`src/rtl/bm_memory_arbiter.sv`:
```
`default_nettype none
// ============================================================================
// Module   : bm_memory_arbiter
// Brief    : Two-port round-robin arbiter in front of a single-ported word
//            memory, with a post-reset hardware clear sequence.
// Revision : 1.0 - initial release
// ============================================================================
module bm_memory_arbiter #(
  parameter int BITS      = 2,
  parameter int WORD_SIZE = 4
) (
  input  logic                 clock,
  input  logic                 reset,
  input  logic                 req_a,
  input  logic                 req_b,
  input  logic                 we_a,
  input  logic                 we_b,
  input  logic [BITS-1:0]      addr_a,
  input  logic [BITS-1:0]      addr_b,
  input  logic [WORD_SIZE-1:0] wdata_a,
  input  logic [WORD_SIZE-1:0] wdata_b,
  output logic                 gnt_a,
  output logic                 gnt_b,
  output logic                 rvalid_a,
  output logic                 rvalid_b,
  output logic [WORD_SIZE-1:0] rdata_a,
  output logic [WORD_SIZE-1:0] rdata_b,
  output logic                 busy
);

  localparam int DEPTH = 1 << BITS;

  typedef enum logic [0:0] {
    INIT = 1'b0,
    RUN  = 1'b1
  } state_t;

  state_t                 r_state;
  logic [BITS-1:0]        r_clr_cnt;
  logic                   r_last_a;
  logic                   r_rvalid_a;
  logic                   r_rvalid_b;
  logic [WORD_SIZE-1:0]   r_rdata_a;
  logic [WORD_SIZE-1:0]   r_rdata_b;
  logic [WORD_SIZE-1:0]   r_mem [DEPTH];

  logic                   w_run;
  logic                   w_gnt_a;
  logic                   w_gnt_b;
  logic                   w_mem_we;
  logic [BITS-1:0]        w_mem_addr;
  logic [WORD_SIZE-1:0]   w_mem_wdata;

  // On a tie the requester that was not served last wins.
  assign w_run   = (r_state == RUN);
  assign w_gnt_a = w_run & req_a & (~req_b | ~r_last_a);
  assign w_gnt_b = w_run & req_b & (~req_a |  r_last_a);

  always_comb begin
    w_mem_we    = 1'b0;
    w_mem_addr  = r_clr_cnt;
    w_mem_wdata = '0;
    if (!w_run) begin
      w_mem_we = 1'b1;
    end else if (w_gnt_a) begin
      w_mem_we    = we_a;
      w_mem_addr  = addr_a;
      w_mem_wdata = wdata_a;
    end else if (w_gnt_b) begin
      w_mem_we    = we_b;
      w_mem_addr  = addr_b;
      w_mem_wdata = wdata_b;
    end
  end

  // Array has no reset; the INIT sequence is what clears it.
  always_ff @(posedge clock) begin
    if (!reset && w_mem_we) begin
      r_mem[w_mem_addr] <= w_mem_wdata;
    end
  end

  always_ff @(posedge clock) begin
    if (reset) begin
      r_state    <= INIT;
      r_clr_cnt  <= '0;
      r_last_a   <= 1'b0;
      r_rvalid_a <= 1'b0;
      r_rvalid_b <= 1'b0;
      r_rdata_a  <= '0;
      r_rdata_b  <= '0;
    end else begin
      r_rvalid_a <= w_gnt_a & ~we_a;
      r_rvalid_b <= w_gnt_b & ~we_b;
      if (w_gnt_a && !we_a) begin
        r_rdata_a <= r_mem[addr_a];
      end
      if (w_gnt_b && !we_b) begin
        r_rdata_b <= r_mem[addr_b];
      end
      if (w_gnt_a || w_gnt_b) begin
        r_last_a <= w_gnt_a;
      end
      case (r_state)
        INIT: begin
          r_clr_cnt <= r_clr_cnt + BITS'(1);
          if (r_clr_cnt == BITS'(DEPTH - 1)) begin
            r_state <= RUN;
          end
        end
        default: r_state <= RUN;
      endcase
    end
  end

  assign gnt_a    = w_gnt_a;
  assign gnt_b    = w_gnt_b;
  assign rvalid_a = r_rvalid_a;
  assign rvalid_b = r_rvalid_b;
  assign rdata_a  = r_rdata_a;
  assign rdata_b  = r_rdata_b;
  assign busy     = ~w_run;

endmodule
`default_nettype wire

```
`config.mk`:
```
export PLATFORM = sky130hd
export DESIGN_NAME = bm_memory_arbiter
export DESIGN_NICKNAME = d
export VERILOG_FILES = /design/src/rtl/bm_memory_arbiter.sv
export SDC_FILE = /design/constraint.sdc
export NUM_CORES = 1
export LEC_CHECK = 0
export ABC_AREA = 1
export BUFFER_PORTS_ARGS = -buffer_cell sky130_fd_sc_hd__buf_2
export CORE_ASPECT_RATIO = 0.6
export CORE_UTILIZATION = 46
export CTS_CLUSTER_SIZE = 20
export DETAILED_ROUTE_END_ITERATION = 10
export GPL_ROUTABILITY_DRIVEN = 0
export PLACE_DENSITY = 0.68
export REMOVE_ABC_BUFFERS = 1
export SLEW_MARGIN = 10
export SYNTH_ARGS = -nofsm -noshare
export SYNTH_HDL_FRONTEND = slang
export SYNTH_SLANG_ARGS = --single-unit
```
`constraint.sdc`:
```
create_clock -name clock -period 1.9 [get_ports clock]
set_input_delay 0.38 -clock clock [delete_from_list [all_inputs] [get_ports clock]]
set_output_delay 0.38 -clock clock [all_outputs]
set_load 0.05 [all_outputs]
```
---- Yosys cells after proc, flatten, opt, wreduce, memory -nomap -nowiden ----
Memory sizes are Yosys's and may differ from the RTL's. A register that Yosys moved wholly into a read port is not among the register bits.
Index checks and enable logic that the tools add are counted.
storage, ports and cells
  input bits .............................. 18
  memories kept ........................... 1
  word-level logic and storage cells ...... 42
  memory bits (writable) .................. 16
  register bits ........................... 6
  output and inout port bits .............. 13
cells by class
  bitwise logic cells ..................... 14
  add/subtract/negate cells ............... 1
  reduce and logical (&&, ||, !) cells .... 7
  equal/unequal tests ..................... 1
  muxes and demuxes ....................... 13
memories
  name   words  bits a word  rd ports  clocked after Yosys merged registers in  wr ports  line  RTL
  r_mem  4      4            2         2                                        1         45    logic [WORD_SIZE-1:0] r_mem [DEPTH];
operators with widths
  kind                   number
  $mux W4                3
  $mux W1                7
  $and A1 B1 Y1          6
  $mux W2                3
  $not A1 Y1             6
  $logic_and A1 B1 Y1    3
  $logic_not A1 Y1       3
  $add A2 B1 Y2 const B  1
  $eq A2 B2 Y1 const B   1
  $or A1 B1 Y1           2
  $logic_or A1 B1 Y1     1

---- Longest topological paths before layout ----
  depth after elaboration ................. 9
  depth in mapped cells ................... 9
  gate-level depth less buffers ........... 9

---- Worst setup path before layout ----
Ideal clock, no wire load.
  kind .................................... register to register
  from .................................... reg r_state
  to ...................................... mem r_mem[2][0], enable pin
  cell stages (with the launch flop) ...... 9
  clock period less this slack ............ 1.583 ns
  buffers on the path ..................... 0
  required time ........................... 1.571 ns
  library setup time ...................... 0.329 ns
  slack ................................... 0.317 ns
  data arrival time ....................... 1.253 ns
  cell sequence ........................... dfxtp_1 -> nand2_2 -> clkinv_2 -> nand2_4 -> inv_2 -> nand2_1 -> nand2_1 -> nand2_1 -> nor2_1
on the way
  elaborated cells between the ends (all ways) .. 13
  those cells by class .................... 8 x mux; 4 x bitwise; 1 x reduce/logical
RTL lines
  item                            line  RTL
  start, declared                 38    state_t r_state;
  start signal, assigned          85    r_state <= INIT;
  start signal, assigned          108   r_state <= RUN;
  start signal, assigned          111   default: r_state <= RUN;
  $and A1 B1 Y1 (*) (2 in a row)  56    assign w_gnt_a = w_run & req_a & (~req_b | ~r_last_a);
  via gnt_a                       22    output logic gnt_a,
  $mux W1                         65    end else if (w_gnt_a) begin
  $mux W1                         63    if (!w_run) begin
  $logic_and A1 B1 Y1             78    if (!reset && w_mem_we) begin
  $mux W1                         78
  $mux W1 (not written as such)   79    r_mem[w_mem_addr] <= w_mem_wdata;
  end, declared                   45
The timed path passes the listed nets; every way through them passes the cells marked *.

---- Worst setup path after layout ----
  from .................................... reg r_state
  to ...................................... out gnt_b
on the way
  longest elaborated chain between the ends .. 2
ends and longest elaborated chain
  item                        line  RTL
  $and A1 B1 Y1 (2 in a row)  57    assign w_gnt_b = w_run & req_b & (~req_a | r_last_a);
  end, declared               23    output logic gnt_b,
Every way passes these cells.

==> impl_summary.md <==
Logic synthesis
The most area-hungry cell type in the Yosys netlist is sky130_fd_sc_hd__edfxtp_1. The most numerous cell in the Yosys netlist is sky130_fd_sc_hd__nor2_1. Yosys mapped a number of flops with a built-in enable equal to 16.

The share of synthesized area in the top cell type comes to 0.343. The flip-flop and latch count after synthesis is 30. The number of library cell types mapped by synthesis is 23.

Ranked by total cell area, the synthesized netlist is headed by sky130_fd_sc_hd__edfxtp_1, sky130_fd_sc_hd__dfxtp_1, sky130_fd_sc_hd__o21ai_0. The average instance in the mapped netlist occupies 8.59 um2. For this run, the register share of the synthesized area comes to 0.543.

The total standard cell area after synthesis is 1400 um2. The commonest cells after synthesis are sky130_fd_sc_hd__nor2_1, sky130_fd_sc_hd__o21ai_0, sky130_fd_sc_hd__a21oi_1, sky130_fd_sc_hd__nand2_1, sky130_fd_sc_hd__edfxtp_1. The flip-flop cell with the highest count after synthesis is sky130_fd_sc_hd__edfxtp_1.

After synthesis, the share of flip-flops with an asynchronous set or reset is 0. For this run, the number of Yosys warnings is 0. The gate count after technology mapping is 163.

Route
Dividing the detail-routed wire length by the instance count gives 13.3 um. After the first detailed-routing iteration, the DRC count stood at 93. Summed over all layers, the routed wires come to 3190 um.

The first detailed-routing pass ran for 4 iterations. Dividing the detail-routed via count by the number of cells gives 5.09. In the routed design, unresolved DRC markers number 0. Summing over every cut layer, the via total after detailed routing is 1222. The detail route stage leaves a number of antenna-violating nets equal to 0.

Placed design
The number of instances in the placed design is 232. The number of buffers added on ports is 30. The pre-CTS worst setup slack is 101 ps.

After detailed placement, the total cell area comes to 1590 um2. The post-DP HPWL is 2420 um.

Global routing
The pin count of the biggest net entering global routing is 14. In the global route stage, overall resource usage came out at 0.221. The first global-routing pass estimated 5110 um of wire. The initial antenna violation count is 0. The total grt overflow is 0. The via count of the first global-routing pass came to 1043.

CTS
The root buffer cell is sky130_fd_sc_hd__clkbuf_8. The H-tree generated during clock tree synthesis spans 2 levels. The clock reaches the later pin of the worst-skew pair after 280 ps. The TritonCTS buffer count is 5.

The TritonCTS clock tree is yes. The CTS clock-pin slew for the worst setup and hold paths is 70 ps. The maximum buffer depth of the clock tree is 2. The number of sinks driven by the clock tree is 30.

Finish
At the end of the flow, the number of nets in the layout was 216. The area overhead of the layout relative to synthesis is 23.0%. The area of the multi-input gates is 541 um2.

The cell area after layout is 1720 um2. The final non-filler cell total is 240. The repair_antennas step left the layout with diodes totalling 0. The utilization of the core after routing is 0.596. The number of fill cells in the layout is 262. In the final layout, the share of cells above drive strength 1 is 0.263. The area occupied by registers is 761 um2.

Die
The starting density of the core is 0.484. The total area inside the core boundary comes to 2890 um2. The floorplan step defined a die boundary enclosing 3280 um2. The number of rows created at floorplan is 15.

The die is 44.7 um tall. The count of pins on the block boundary is 31. The die is 73.2 um wide.

Pwr
The power per standard cell area is 1010 nW/um2. The static leakage power is 0.784 nW. VDD sags by at most 0.520 mV.

The design draws 1.75 mW.

Worst setup path
The delay of the slowest cell on the worst path is 480 ps. The arrival time of data at the critical path endpoint is 1440 ps. The maximum fanout along the worst path is 8.

The signal on the critical path passes through nand2_1 > inv_2 > nand2_4 > clkinv_4 > buf_2. The largest individual stage delay along the critical path comes from the cell sky130_fd_sc_hd__dfxtp_1. For flop-to-flop paths, the worst setup slack is 180 ps. The worst setup path is of the reg -> out kind. STA classifies the critical path startpoint as a register. STA puts the critical path data required time at 1520 ps.

The type of element capturing the critical path is an output port.

Timing
The count of final hold-check violations is 0. In this run the tightest slew margin relative to its limit is 0.772. Setup repair after global routing left no endpoint under its margin.

Summed over all failing endpoints, the final setup total negative slack is 0 ps. The minimum period implied by the final worst setup slack is 1820 ps. Setup violations remaining at the end of the flow were counted as 0.

For this run, the top clock speed supported by timing is 551 MHz. The count of pins over their slew limit is 0. The final worst clock skew is 8.00 ps. In the finished design, the share of the clock period the worst path needs comes to 0.956. Across all hold checks on the routed design, the worst slack comes to 338 ps. At the pin with the least slew margin, the transition time is 341 ps. The post-layout worst setup margin is 84.0 ps.

Outcome
The flow ran to the end, and the final reports show no timing, DRC or antenna violations.

Flow run
The max-cap check violation count is 0.

Worst hold path
The class of the tightest hold or removal check is in -> reg.
-- kinds of logic after synthesis --
| group | count (synthesis) | synth area share |
|---|---|---|
| buf+inv | 23 | 0.0724 |
| flops | 30 | 0.543 |
| fa+ha+maj | 1 | 0.00894 |
| compound gates | 46 | 0.174 |
| simple gates | 63 | 0.201 |
-- final timing paths --
path                                            start                     to  depth (start not counted)
worst max-delay path               r_state$_SDFF_PP0_                  gnt_b                          5
worst min-delay path                            reset     r_state$_SDFF_PP0_                          2
worst max register to register     r_state$_SDFF_PP0_  r_mem[3][1]$_DFFE_PP_                          8
worst min register to register  r_last_a$_SDFFE_PP0P_  r_last_a$_SDFFE_PP0P_                          2
-- layout by cell type (no fill, tap or decap), drive strengths merged --
master,netlist,layout
dfxtp,14,14
buf,2,31
edfxtp,16,16
or2,2,2
clkbuf,2,5
nand2,22,22
clkinv,2,3
o21ai,25,25
nand3,6,6
ha,1,1
bufinv,0,2
inv,17,17
o211ai,1,1
a22o,3,3
a21oi,17,17
nor2,33,33
-- area by class of cell --
class / instances / share of cell area
tap: 42 / 0.0305
sequential: 30 / 0.442
clock buffer: 5 / 0.0400
timing repair buffer: 31 / 0.0916
clock inverter: 3 / 0.0371
multi-input combinational: 110 / 0.314
inverter: 19 / 0.0451
-- registers in the layout (all words and copies together), names as in the netlist --
signal	count
rvalid_b	1
rdata_a	4
r_last_a	1
r_mem	16
rvalid_a	1
rdata_b	4
r_clr_cnt	2
r_state	1
-- critical path, delay by kind of cell, from the launching register on --
kind / cells / cell delay [ps]
flops: 1 / 480
buf+inv: 3 / 440
simple gates: 2 / 220
-- per-layer routing --
layer / part of all wire / vias to the layer above / track usage
met5: 0 / - / 0
met4: 0.017 / 0 / 0.0941
met3: 0.088 / 7 / 0.0625
met2: 0.41 / 62 / 0.307
met1: 0.49 / 543 / 0.322
li1: - / 610 / -
-- power breakdown --
group	internal (mW)	switching, mW	leakage, nW
Sequential	0.734	0.0280	0.267
Combinational	0.0693	0.153	0.452
Clock	0.519	0.242	0.0658
-- timing repair --
action,CTS,global route
hold buffers,0,0
setup buffers,0,0
setup endpoints to repair,0,4
resized for setup,0,1
hold endpoints to repair,0,0
No activity file was read; power rests on OpenSTA's default activity.
